### src/rtl/mandel_pixel_scheduler_pkg.sv
// Shared types and fixed-point constants for the Mandelbrot pixel scheduler.
package mandel_pkg;
   localparam int WIDTH = 27;
   localparam int FRAC  = 23;
   localparam logic [WIDTH-1:0] FP_ONE  = 27'h0800000;
   localparam logic [WIDTH-1:0] FP_FOUR = 27'h2000000;

   typedef enum logic [2:0] {
      IDLE,
      LOAD,
      RUN,
      EMIT,
      DONE
   } state_t;

   // Integer to signed 4.23; out-of-range values wrap like the accumulators.
   function automatic logic [WIDTH-1:0] to_fp(input integer v);
      logic [WIDTH-1:0] r;
      r = WIDTH'(v) << FRAC;
      return r;
   endfunction
endpackage

### src/rtl/mandel_pixel_scheduler_if.sv
// Pixel result handshake towards the colour/VGA writer.
interface mandel_pixel_scheduler_if;
   logic [9:0]  pix_x;
   logic [8:0]  pix_y;
   logic [15:0] pix_iter;
   logic        pix_valid;
   logic        pix_ready;

   modport master (output pix_x, pix_y, pix_iter, pix_valid, input pix_ready);
   modport slave  (input pix_x, pix_y, pix_iter, pix_valid, output pix_ready);
endinterface

### src/rtl/mandel_pixel_scheduler_stepper.sv
// Raster position counters and the cr/ci accumulators that follow them.
module mandel_coord_stepper
   import mandel_pkg::*;
#(
   parameter int H_RES = 640,
   parameter int V_RES = 480
) (
   input  logic             clk,
   input  logic             reset,
   input  logic             load_i,
   input  logic             advance_i,
   input  logic [WIDTH-1:0] x_start_i,
   input  logic [WIDTH-1:0] y_start_i,
   input  logic [WIDTH-1:0] dx_i,
   input  logic [WIDTH-1:0] dy_i,
   output logic [9:0]       x_o,
   output logic [8:0]       y_o,
   output logic [WIDTH-1:0] cr_o,
   output logic [WIDTH-1:0] ci_o,
   output logic             last_col_o,
   output logic             last_frame_o
);
   logic [9:0]       x_q, x_d;
   logic [8:0]       y_q, y_d;
   logic [WIDTH-1:0] cr_q, cr_d, ci_q, ci_d;
   logic [WIDTH-1:0] x_start_q, x_start_d, dx_q, dx_d, dy_q, dy_d;

   assign last_col_o   = (x_q == 10'(H_RES - 1));
   assign last_frame_o = last_col_o && (y_q == 9'(V_RES - 1));
   assign x_o  = x_q;
   assign y_o  = y_q;
   assign cr_o = cr_q;
   assign ci_o = ci_q;

   // Next position: load restarts at column 0 of row 0, advance walks in raster order.
   always_comb begin
      x_d       = x_q;
      y_d       = y_q;
      cr_d      = cr_q;
      ci_d      = ci_q;
      x_start_d = x_start_q;
      dx_d      = dx_q;
      dy_d      = dy_q;
      if (load_i) begin
         x_start_d = x_start_i;
         dx_d      = dx_i;
         dy_d      = dy_i;
         x_d       = '0;
         y_d       = '0;
         cr_d      = x_start_i;
         ci_d      = y_start_i;
      end else if (advance_i) begin
         if (last_col_o) begin
            x_d  = '0;
            y_d  = y_q + 9'd1;
            cr_d = x_start_q;
            ci_d = ci_q + dy_q;
         end else begin
            x_d  = x_q + 10'd1;
            cr_d = cr_q + dx_q;
         end
      end
   end

   // Position and accumulator registers; wrap modulo 2^WIDTH by construction.
   always_ff @(posedge clk) begin
      if (reset) begin
         x_q       <= '0;
         y_q       <= '0;
         cr_q      <= '0;
         ci_q      <= '0;
         x_start_q <= '0;
         dx_q      <= '0;
         dy_q      <= '0;
      end else begin
         x_q       <= x_d;
         y_q       <= y_d;
         cr_q      <= cr_d;
         ci_q      <= ci_d;
         x_start_q <= x_start_d;
         dx_q      <= dx_d;
         dy_q      <= dy_d;
      end
   end
endmodule

### src/rtl/mandel_pixel_scheduler.sv
// Frame sequencer: starts the iterator per pixel, detects completion, hands results on.
//   state | meaning
//   IDLE  | waiting for go, iterator held cleared
//   LOAD  | cr/ci stable, iterator clears z and count this edge
//   RUN   | iterator running, watch for the count to stop moving
//   EMIT  | result presented, waiting for pix_ready
//   DONE  | one-cycle frame_done pulse
module mandel_pixel_scheduler
   import mandel_pkg::*;
#(
   parameter int H_RES = 640,
   parameter int V_RES = 480
) (
   input  logic                      clk,
   input  logic                      reset,
   input  logic                      go_i,
   input  logic [WIDTH-1:0]          x_start_i,
   input  logic [WIDTH-1:0]          y_start_i,
   input  logic [WIDTH-1:0]          dx_i,
   input  logic [WIDTH-1:0]          dy_i,
   input  logic [15:0]               max_iterations_i,
   output logic [WIDTH-1:0]          cr_o,
   output logic [WIDTH-1:0]          ci_o,
   output logic [15:0]               iter_max_o,
   output logic                      iter_reset_o,
   input  logic [15:0]               iterations_i,
   mandel_pixel_scheduler_if.master  pix,
   output logic                      busy_o,
   output logic                      frame_done_o
);
   state_t      state_q, state_d;
   logic [15:0] iter_max_q, iter_max_d;
   logic [15:0] pix_iter_q, pix_iter_d;
   logic [15:0] prev_q, prev_d;
   logic        armed_q, armed_d;
   logic        start, handshake, run_done, last_col, last_frame;

   assign start     = (state_q == IDLE) && go_i;
   assign handshake = (state_q == EMIT) && pix.pix_ready;
   // The iterator bumps its count every running cycle, so a repeated value means it stopped.
   assign run_done  = (state_q == RUN) && armed_q && (iterations_i == prev_q);

   mandel_coord_stepper #(.H_RES(H_RES), .V_RES(V_RES)) u_stepper (
      .clk          (clk),
      .reset        (reset),
      .load_i       (start),
      .advance_i    (handshake && !last_frame),
      .x_start_i    (x_start_i),
      .y_start_i    (y_start_i),
      .dx_i         (dx_i),
      .dy_i         (dy_i),
      .x_o          (pix.pix_x),
      .y_o          (pix.pix_y),
      .cr_o         (cr_o),
      .ci_o         (ci_o),
      .last_col_o   (last_col),
      .last_frame_o (last_frame)
   );

   // State register.
   always_ff @(posedge clk) begin
      if (reset) state_q <= IDLE;
      else       state_q <= state_d;
   end

   // Next-state decode.
   always_comb begin
      state_d = state_q;
      case (state_q)
         IDLE:    if (go_i) state_d = LOAD;
         LOAD:    state_d = RUN;
         RUN:     if (run_done) state_d = EMIT;
         EMIT:    if (pix.pix_ready) state_d = last_frame ? DONE : LOAD;
         DONE:    state_d = IDLE;
         default: state_d = IDLE;
      endcase
   end

   // Moore outputs; the iterator is held cleared everywhere except RUN.
   always_comb begin
      iter_reset_o  = (state_q != RUN);
      pix.pix_valid = (state_q == EMIT);
      busy_o        = (state_q == LOAD) || (state_q == RUN) || (state_q == EMIT);
      frame_done_o  = (state_q == DONE);
   end

   // Done-detection and result datapath next values.
   always_comb begin
      iter_max_d = start ? max_iterations_i : iter_max_q;
      pix_iter_d = run_done ? iterations_i : pix_iter_q;
      prev_d     = (state_q == RUN) ? iterations_i : prev_q;
      armed_d    = (state_q == RUN);
   end

   // Datapath registers.
   always_ff @(posedge clk) begin
      if (reset) begin
         iter_max_q <= '0;
         pix_iter_q <= '0;
         prev_q     <= '0;
         armed_q    <= 1'b0;
      end else begin
         iter_max_q <= iter_max_d;
         pix_iter_q <= pix_iter_d;
         prev_q     <= prev_d;
         armed_q    <= armed_d;
      end
   end

   assign iter_max_o   = iter_max_q;
   assign pix.pix_iter = pix_iter_q;
endmodule
### src/flat_wrapper.sv
// flat-port wrapper written by rule: the top's interface ports become plain ports
module mandel_pixel_scheduler_flat import mandel_pkg::*;
#(
   parameter int H_RES = 640,
   parameter int V_RES = 480
)
  (clk, reset, go_i, x_start_i, y_start_i, dx_i, dy_i, max_iterations_i, cr_o, ci_o, iter_max_o, iter_reset_o, iterations_i, busy_o, frame_done_o, pix_pix_x, pix_pix_y, pix_pix_iter, pix_pix_valid, pix_pix_ready);
  mandel_pixel_scheduler_if pix_i ();
  input  logic clk;
  input  logic reset;
  input  logic go_i;
  input  logic [WIDTH-1:0] x_start_i;
  input  logic [WIDTH-1:0] y_start_i;
  input  logic [WIDTH-1:0] dx_i;
  input  logic [WIDTH-1:0] dy_i;
  input  logic [15:0] max_iterations_i;
  output logic [WIDTH-1:0] cr_o;
  output logic [WIDTH-1:0] ci_o;
  output logic [15:0] iter_max_o;
  output logic iter_reset_o;
  input  logic [15:0] iterations_i;
  output logic busy_o;
  output logic frame_done_o;
  output wire logic [$bits(pix_i.pix_x)-1:0] pix_pix_x;
  output wire logic [$bits(pix_i.pix_y)-1:0] pix_pix_y;
  output wire logic [$bits(pix_i.pix_iter)-1:0] pix_pix_iter;
  output wire logic [$bits(pix_i.pix_valid)-1:0] pix_pix_valid;
  input wire logic [$bits(pix_i.pix_ready)-1:0] pix_pix_ready;
  assign pix_pix_x = pix_i.pix_x;
  assign pix_pix_y = pix_i.pix_y;
  assign pix_pix_iter = pix_i.pix_iter;
  assign pix_pix_valid = pix_i.pix_valid;
  assign pix_i.pix_ready = pix_pix_ready;
  mandel_pixel_scheduler #(.H_RES(H_RES), .V_RES(V_RES)) u_core (.clk(clk), .reset(reset), .go_i(go_i), .x_start_i(x_start_i), .y_start_i(y_start_i), .dx_i(dx_i), .dy_i(dy_i), .max_iterations_i(max_iterations_i), .cr_o(cr_o), .ci_o(ci_o), .iter_max_o(iter_max_o), .iter_reset_o(iter_reset_o), .iterations_i(iterations_i), .pix(pix_i), .busy_o(busy_o), .frame_done_o(frame_done_o));
endmodule
### config.mk
export PLATFORM = sky130hd
export DESIGN_NAME = mandel_pixel_scheduler_flat
export DESIGN_NICKNAME = d
export VERILOG_FILES = /design/src/rtl/mandel_pixel_scheduler_pkg.sv /design/src/rtl/mandel_pixel_scheduler_if.sv /design/src/rtl/mandel_pixel_scheduler_stepper.sv /design/src/rtl/mandel_pixel_scheduler.sv /design/src/flat_wrapper.sv
export SDC_FILE = /design/constraint.sdc
export NUM_CORES = 1
export LEC_CHECK = 0
export BUFFER_PORTS_ARGS = -buffer_cell sky130_fd_sc_hd__buf_2
export CAP_MARGIN = 25
export CORE_UTILIZATION = 60
export CTS_BUF_LIST = sky130_fd_sc_hd__clkbuf_4 sky130_fd_sc_hd__clkbuf_8
export DETAILED_ROUTE_END_ITERATION = 16
export PLACE_DENSITY = 0.88
export SKIP_LAST_GASP = 1
export SLEW_MARGIN = 25
export SYNTH_ARGS = -nofsm -noshare
export SYNTH_HDL_FRONTEND = slang
export SYNTH_SLANG_ARGS = --single-unit
### constraint.sdc
create_clock -name clk -period 3.98 [get_ports clk]
set_input_delay 0.796 -clock clk [delete_from_list [all_inputs] [get_ports clk]]
set_output_delay 0.796 -clock clk [all_outputs]
set_load 0.05 [all_outputs]
==> results of run 1 <==
==> layout make-up <==
cell class | instances | area, um2
clock inverters | 11 | 105
diodes | 8 | 20.0
flip-flops and latches | 206 | 4120
fillers | 1351 | 4540
multi-input cells | 1047 | 6120
inverters | 16 | 60.1
clock buffers | 52 | 672
repair buffers | 263 | 1380
well taps | 225 | 282
==> routing by layer <==
layer	vias to the layer above	wire (um)
li1	5180	-
met1	4804	12000
met2	479	14100
met3	109	2250
met4	4	1340
met5	-	25
==> per-stage QoR <==
| stage | total power, W | instances | instance area, um2 | util [%] | hold slack, ps |
|---|---|---|---|---|---|
| finish | 0.00564 | 1828 | 12800 | 73.8 | 451 |
| global route | 0.00586 | 1827 | 12800 | 73.7 | 474 |
| detailed placement | 0.00355 | 1757 | 12000 | 69.2 | 442 |
| global placement | 0.00352 | 1757 | 12000 | 69.2 | 439 |
| floorplan | 0.00322 | 1349 | 10600 | - | 432 |
| CTS | 0.00564 | 1820 | 12700 | 73.6 | 450 |
==> cell families after synthesis <==
kind of cell,after synthesis
multiplexers,21
flip-flops,206
XOR/XNOR,73
adder cells (fa/ha/maj),56
buffers and inverters,96
AND/OR/NAND/NOR,522
AO/OA/AOI/OAI,375
==> report_power, final <==
group          switching (W)  internal [W]  leakage [nW]
clock               0.000898       0.00122         0.419
combinational       0.000815      0.000403          3.73
sequential          0.000105       0.00221          1.69
==> worst max-delay path by stage <==
stage | endpoint | startpoint | slack (ps) | cells past startpoint
2_1_floorplan | u_core.u_stepper.cr_o[24] | u_core.u_stepper.cr_o[0] | 890 | 12
3_3_place_gp | u_core.u_stepper.cr_o[24] | u_core.u_stepper.cr_o[0] | 1000 | 12
3_5_place_dp | u_core.u_stepper.cr_o[22] | u_core.u_stepper.cr_o[0] | 870 | 12
4_1_cts | u_core.u_stepper.cr_o[22] | u_core.u_stepper.cr_o[0] | 830 | 12
5_1_grt | u_core.u_stepper.cr_o[26] | u_core.u_stepper.cr_o[0] | 560 | 12
6_report | u_core.u_stepper.cr_o[22] | u_core.u_stepper.cr_o[0] | 810 | 12
==> flip-flops by register name (all words and copies together) (netlist names) <==
signal and flops:
u_core.u_stepper.x_o 10, u_core.u_stepper.ci_o 27, u_core.u_stepper.y_o 9, u_core.iter_max_o 16, u_core.armed_q 1, u_core.u_stepper.dx_q 27, u_core.pix.pix_iter 16, u_core.u_stepper.dy_q 27
u_core.u_stepper.x_start_q 27, u_core.prev_q 16, u_core.state_q 3, u_core.u_stepper.cr_o 27
==> worst reg2reg max path, stage by stage (launching register included) <==
cell	delay [ps]
dfxtp_1	350
ha_1	200
inv_1	60
fa_1	380
and2b_1	240
o211ai_1	90
a21boi_0	280
o211ai_1	180
a211oi_1	320
o21ai_0	260
o31ai_1	340
mux2i_1	260
a21oi_1	90
==> layout by cell type (no fill, tap or decap), drive strengths merged, types with 12 or more instances in the layout <==
cell,count
a21o,27
a21oi,189
a31oi,12
and3,18
buf,263
clkbuf,52
dfxtp,206
ha,54
inv,15
mux2i,20
nand2,307
nand3,18
nand4,18
nor2,102
nor3,14
o211ai,18
o21ai,51
xnor2,39
xor2,34
==> Yosys cell counts, types with 5 or more instances <==
master | instances | area (um2)
a21oi_1 | 188 | 941
a31oi_1 | 12 | 75.1
nor2_1 | 102 | 383
ha_1 | 54 | 676
nand2b_1 | 6 | 37.5
clkbuf_1 | 65 | 244
xnor2_1 | 39 | 342
nand4_1 | 17 | 106
and2_1 | 8 | 50.1
nor3_1 | 12 | 60.1
mux2i_1 | 20 | 200
buf_1 | 5 | 18.8
dfxtp_1 | 206 | 4120
o221ai_1 | 8 | 70.1
a21o_1 | 27 | 203
o211ai_1 | 18 | 135
nand3_1 | 18 | 90.1
inv_1 | 15 | 56.3
xor2_1 | 34 | 298
o22ai_1 | 10 | 62.6
a311oi_1 | 9 | 78.8
or2_2 | 5 | 31.3
nor2b_1 | 7 | 43.8
or3_1 | 5 | 31.3
o21ai_0 | 48 | 240
a211oi_1 | 9 | 67.6
nand2_1 | 306 | 1150
buf_2 | 8 | 40.0
and3_1 | 18 | 113
o21bai_1 | 8 | 60.1
==> impl_metrics.csv, run 1 <==
group,metric,value,unit
worst_setup_path,critPathBufInv,1,
worst_setup_path,cp_top_family,"compound AO/OA/AOI/OAI gates",
placed_design,dp_hpwl,20600,um
cts,cts_max_level,2,
power,vdd_drop_max,420,uV
die,ios,253,
grt,grt_overflow,0,
synth,synthMuxAreaShare,1.99,%
sta,period_minus_slack,3170,ps
worst_setup_path,start_kind,"flop",
sta,final_hold_viol_count,0,
grt,grt_usage,32.0,%
worst_setup_path,cp_common_cell,"o211ai_1",
hold_path,min_to,"u_core.u_stepper.x_start_q[16]",
worst_setup_path,arrival,3550,ps
worst_setup_path,r2r-end,"u_core.u_stepper.cr_o[22]",
placed_design,place_congestion,0.926,
hold_path,hold_path_class,"reg2reg",
die,die_w,135,um
cts,clkTransAtPathRegs,60,ps
synth,async_reset_ff_share,0,%
grt,antenna_found_initial,10,
synth,yosysSeqAreaShare,38.9,%
die,die_y,135,um
synth,syn-cell-area,0.0106,mm2
synth,ys.flop_type,"dfxtp_1",
drt,ant_nets,0,
synth,synth_top_family_by_area,"compound AO/OA/AOI/OAI gates",
worst_setup_path,slowest_stage,"fa_1",
grt,grt_pass1_vias,10200,
drt,drc_errors,0,
drt,wl_per_cell,16.2,um
grt,grt-busiest-layer,"met2",
layout,fin_nets,1771,
flow_run,maxCapViolations,0,
synth,synth_edf_count,0,
cts,clockBufferDepth,3,
synth,avgSynthCellArea,7.87,um2
cts,clk-insertion-delay-late,540,ps
synth,synth_xor_area_share,6.03,%
hold_path,min-delay-start,"u_core.u_stepper.x_start_q[16]",
power,p_per_area,442,mW/mm2
grt,grt_pass1_wl,47200,um
sta,fin_ws,815,ps
cts,cts_hold_buf,0,
worst_setup_path,worst-endpoint-required,4360,ps
synth,synthAdderAreaFrac,6.74,%
sta,fin_setup_tns,0,ps
worst_setup_path,cp_max_fo,5,
cts,numCtsBuffers,37,
drt,avgViaCountPerCell,5.79,
layout,drive_gt1_share,21.8,%
power,p_leak,5.84,nW
grt,use_met1,36.8,%
cts,root_buffer,"clkbuf_8",
synth,synth_seq_cells,206,
drt,drt_iter0_markers,740,
worst_setup_path,r2r.worst_path.cells,12,
die,core_area,0.0173,mm2
sta,period_share,79.5,%
synth,yosysWarnings,0,
drt,dr.pass1.iters,5,
synth,synth-simple-area-share,21.3,%
grt,grt_use_met3,6.76,%
cts,cts.sinks,206,
worst_setup_path,crit_path_end_kind,"flop",
cts,cts_setup_buffers,0,
drt,vias,10600,
cts,cts_tree,"built",
placed_design,pre_cts_ws,871,ps
cts,cts_resized,0,
sta,slew_viol_final,0,
hold_path,hold_depth,2,
drt,wirelength,29700,um
synth,synth_compound_area_share,21.4,%
worst_setup_path,r2r-start,"u_core.u_stepper.cr_o[0]",
die,num_rows,48,
sta,rsz0062_at_grt,"no",
worst_setup_path,path_class,"reg2reg",
sta,worstMarginPinSlew,915,ps
worst_setup_path,cp_cell_sequence,"ha_1 > inv_1 > fa_1 > and2b_1 > o211ai_1 > a21boi_0 > o211ai_1 > a211oi_1 > o21ai_0 > o31ai_1 > mux2i_1 > a21oi_1",
sta,clock_skew,28.2,ps
grt,grt_max_degree,126,
run_status,status,"complete, no violations",
die,die_area,0.0182,mm2
worst_setup_path,rrSetupSlack,810,ps
synth,synth_nets,1549,
layout,synthToLayoutAreaGrowth,20.2,%
worst_setup_path,max_stage_delay,380,ps
synth,ys_types,68,
sta,setup_viol,0,
placed_design,io_buffers,252,
grt,grt.met2_usage,54.7,%
sta,max_slew_margin,39.0,%
die,initial_utilization,61.3,%
synth,syn_inst,1349,
sta,timing.fmax,0.316,GHz
Power figures use the tool's default switching activity.
==> run 2, diff against run 1 <==
- CORE_UTILIZATION: 60 -> 51
- PLACE_DENSITY: 0.88 -> 0.8
- clock period: 3.98 -> 2.7 ns (I/O delays scaled with it)
==> run 2 against run 1 <==
Net effect:
- the flow now finishes with violations (negative setup slack)
- via count barely moved
- setup slack got worse by 820 ps
- wire length up 1.1%
==> impl_metrics.csv, run 2 (synthesized netlist as in run 1, its figures left out) <==
group,metric,value,unit
drt,avgViaCountPerCell,5.53,
sta,rsz0062_at_grt,"yes",
drt,drc_errors,0,
sta,max_slew_margin,48.5,%
worst_setup_path,slowest_stage,"dfxtp_1",
layout,multi_input_area,0.00630,mm2
sta,fin_setup_tns,-6.68,ps
die,die_y,146,um
worst_setup_path,path_class,"reg2reg",
cts,cts_max_level,2,
hold_path,hold_path_class,"in2reg",
die,ios,253,
sta,period_share,100,%
layout,drive_gt1_share,26.1,%
placed_design,io_buffers,252,
worst_setup_path,r2r-end,"u_core.u_stepper.cr_o[24]",
worst_setup_path,cp_common_cell,"o211ai_1",
sta,setup_viol,1,
cts,clockBufferDepth,3,
worst_setup_path,worst-endpoint-required,3170,ps
hold_path,min_to,"u_core.u_stepper.dx_q[4]",
drt,wl_per_cell,15.7,um
grt,grt_overflow,0,
worst_setup_path,arrival,3180,ps
die,num_rows,52,
drt,drt_iter0_markers,660,
worst_setup_path,max_stage_delay,390,ps
grt,grt_pass1_wl,47500,um
hold_path,hold_depth,3,
worst_setup_path,r2r.worst_path.cells,11,
run_status,status,"finished, violations left",
cts,clkTransAtPathRegs,60,ps
placed_design,place_congestion,0.949,
layout,fin_area,0.0133,mm2
placed_design,dp_hpwl,21100,um
sta,fin_ws,-6.68,ps
power,p_per_area,629,mW/mm2
grt,grt_pass1_vias,9908,
worst_setup_path,cp_max_fo,5,
grt,grt_max_degree,62,
power,p_leak,6.03,nW
worst_setup_path,start_kind,"flop",
drt,vias,10600,
layout,num-fill-cells,1754,
sta,period_minus_slack,2710,ps
placed_design,pre_cts_ws,-183,ps
worst_setup_path,crit_path_end_kind,"flop",
drt,dr.pass1.iters,7,
placed_design,dpl_cell_area,0.0123,mm2
run_status,violations,"negative setup slack",
sta,final_hold_viol_count,0,
sta,worstMarginPinSlew,769,ps
die,die_area,0.0214,mm2
die,core_area,0.0203,mm2
drt,wirelength,30000,um
worst_setup_path,cp_cell_sequence,"inv_1 > fa_2 > and2b_1 > o211ai_1 > a21boi_1 > o211ai_1 > a211oi_2 > o21ai_2 > o2111ai_2 > mux2i_1 > o2111a_1",
layout,fin_nets,1810,
hold_path,min-delay-start,"dx_i[4]",
grt,antenna_found_initial,6,
layout,final_cell_mix,"304 x nand2_1, 251 x buf_2, 194 x dfxtp_1",
layout,final_common_cell,"nand2_1",
power,vdd_drop_max,513,uV
worst_setup_path,rrSetupSlack,-7,ps
cts,cts_tree,"built",
layout,synthToLayoutAreaGrowth,25.6,%
sta,slew_viol_final,0,
grt,grt_usage,27.1,%
die,initial_utilization,52.3,%
cts,root_buffer,"clkbuf_8",
sta,clock_skew,19.1,ps
layout,seq_area,0.00414,mm2
drt,ant_nets,0,
layout,fin_util,65.7,%
cts,clk-insertion-delay-late,540,ps
flow_run,maxCapViolations,0,
sta,timing.fmax,0.369,GHz
cts,cts.sinks,206,
die,die_w,146,um
worst_setup_path,r2r-start,"u_core.u_stepper.dx_q[1]",
cts,numCtsBuffers,36,
run 2: cell count changes in the layout (fill, tap and decap cells not counted), sizes merged:
| cell | before | now |
|---|---|---|
| buf | 263 | 303 |
| bufinv | 2 | 0 |
| clkbuf | 52 | 61 |
| clkinv | 10 | 1 |
| clkinvlp | 0 | 3 |
| diode | 8 | 6 |
run 2: power breakdown:
group	switching (W)	internal [W]	leakage [nW]
combinational	0.00122	0.000649	3.93
sequential	0.000159	0.00325	1.69
clock	0.00130	0.00179	0.411
run 2: worst max-delay path: cells and delay by family (launching register included):
| kind | cells | cell delay [ps] |
|---|---|---|
| DFF | 1 | 390 |
| muxes | 1 | 200 |
| AOI/OAI and AO/OA | 7 | 1370 |
| buffers and inverters | 1 | 90 |
| adders and majority gates | 1 | 370 |
| and+or+nand+nor | 1 | 230 |
run 2: through the flow:
step | cells | power (W) | hold WS, ps
global route | 1912 | 0.00878 | 213
finish | 1912 | 0.00838 | 230
CTS | 1899 | 0.00839 | 208
floorplan | 1349 | 0.00475 | 432
global placement | 1833 | 0.00524 | 438
detailed placement | 1833 | 0.00527 | 444
run 2: worst max-delay path by stage:
| stage | to | cells past startpoint | start | slack, ps |
|---|---|---|---|---|
| 6_report | u_core.u_stepper.cr_o[24] | 11 | u_core.u_stepper.dx_q[1] | -7 |
| 5_1_grt | u_core.u_stepper.cr_o[24] | 12 | u_core.u_stepper.dx_q[0] | -140 |
| 4_1_cts | u_core.u_stepper.cr_o[25] | 13 | u_core.u_stepper.cr_o[4] | 4 |
| 3_5_place_dp | u_core.u_stepper.cr_o[22] | 12 | u_core.u_stepper.cr_o[0] | -180 |
| 3_3_place_gp | u_core.u_stepper.cr_o[22] | 12 | u_core.u_stepper.cr_o[0] | -140 |
| 2_1_floorplan | u_core.u_stepper.cr_o[24] | 12 | u_core.u_stepper.cr_o[0] | -40 |
run 2: area by class of cell:
| type | count | share of cell area [%] |
|---|---|---|
| Antenna cell | 6 | 0.113 |
| Clock buffer | 61 | 5.78 |
| Clock inverter | 3 | 0.169 |
| Inverter | 16 | 0.451 |
| Multi-Input combinational cell | 1047 | 47.3 |
| Sequential cell | 206 | 31.1 |
| Tap cell | 270 | 2.53 |
| Timing Repair Buffer | 303 | 12.6 |
run 2: timing repair:
action | 4_1_cts | 5_1_grt
buffers inserted | 2 | 7
resized for setup | 10 | 31
endpoints found under the hold margin | 0 | 0
pin swaps | 6 | 27
setup endpoints to repair | 8 | 26
hold buffers | 0 | 0
run 2: metal layers:
| metal | global-route usage (%) | up-vias | routed length (um) |
|---|---|---|---|
| met5 | 0 | - | 0 |
| met4 | 13.4 | 0 | 1230 |
| met3 | 5.66 | 86 | 2430 |
| met2 | 45.1 | 447 | 13900 |
| met1 | 33.2 | 4787 | 12500 |
| li1 | - | 5247 | - |
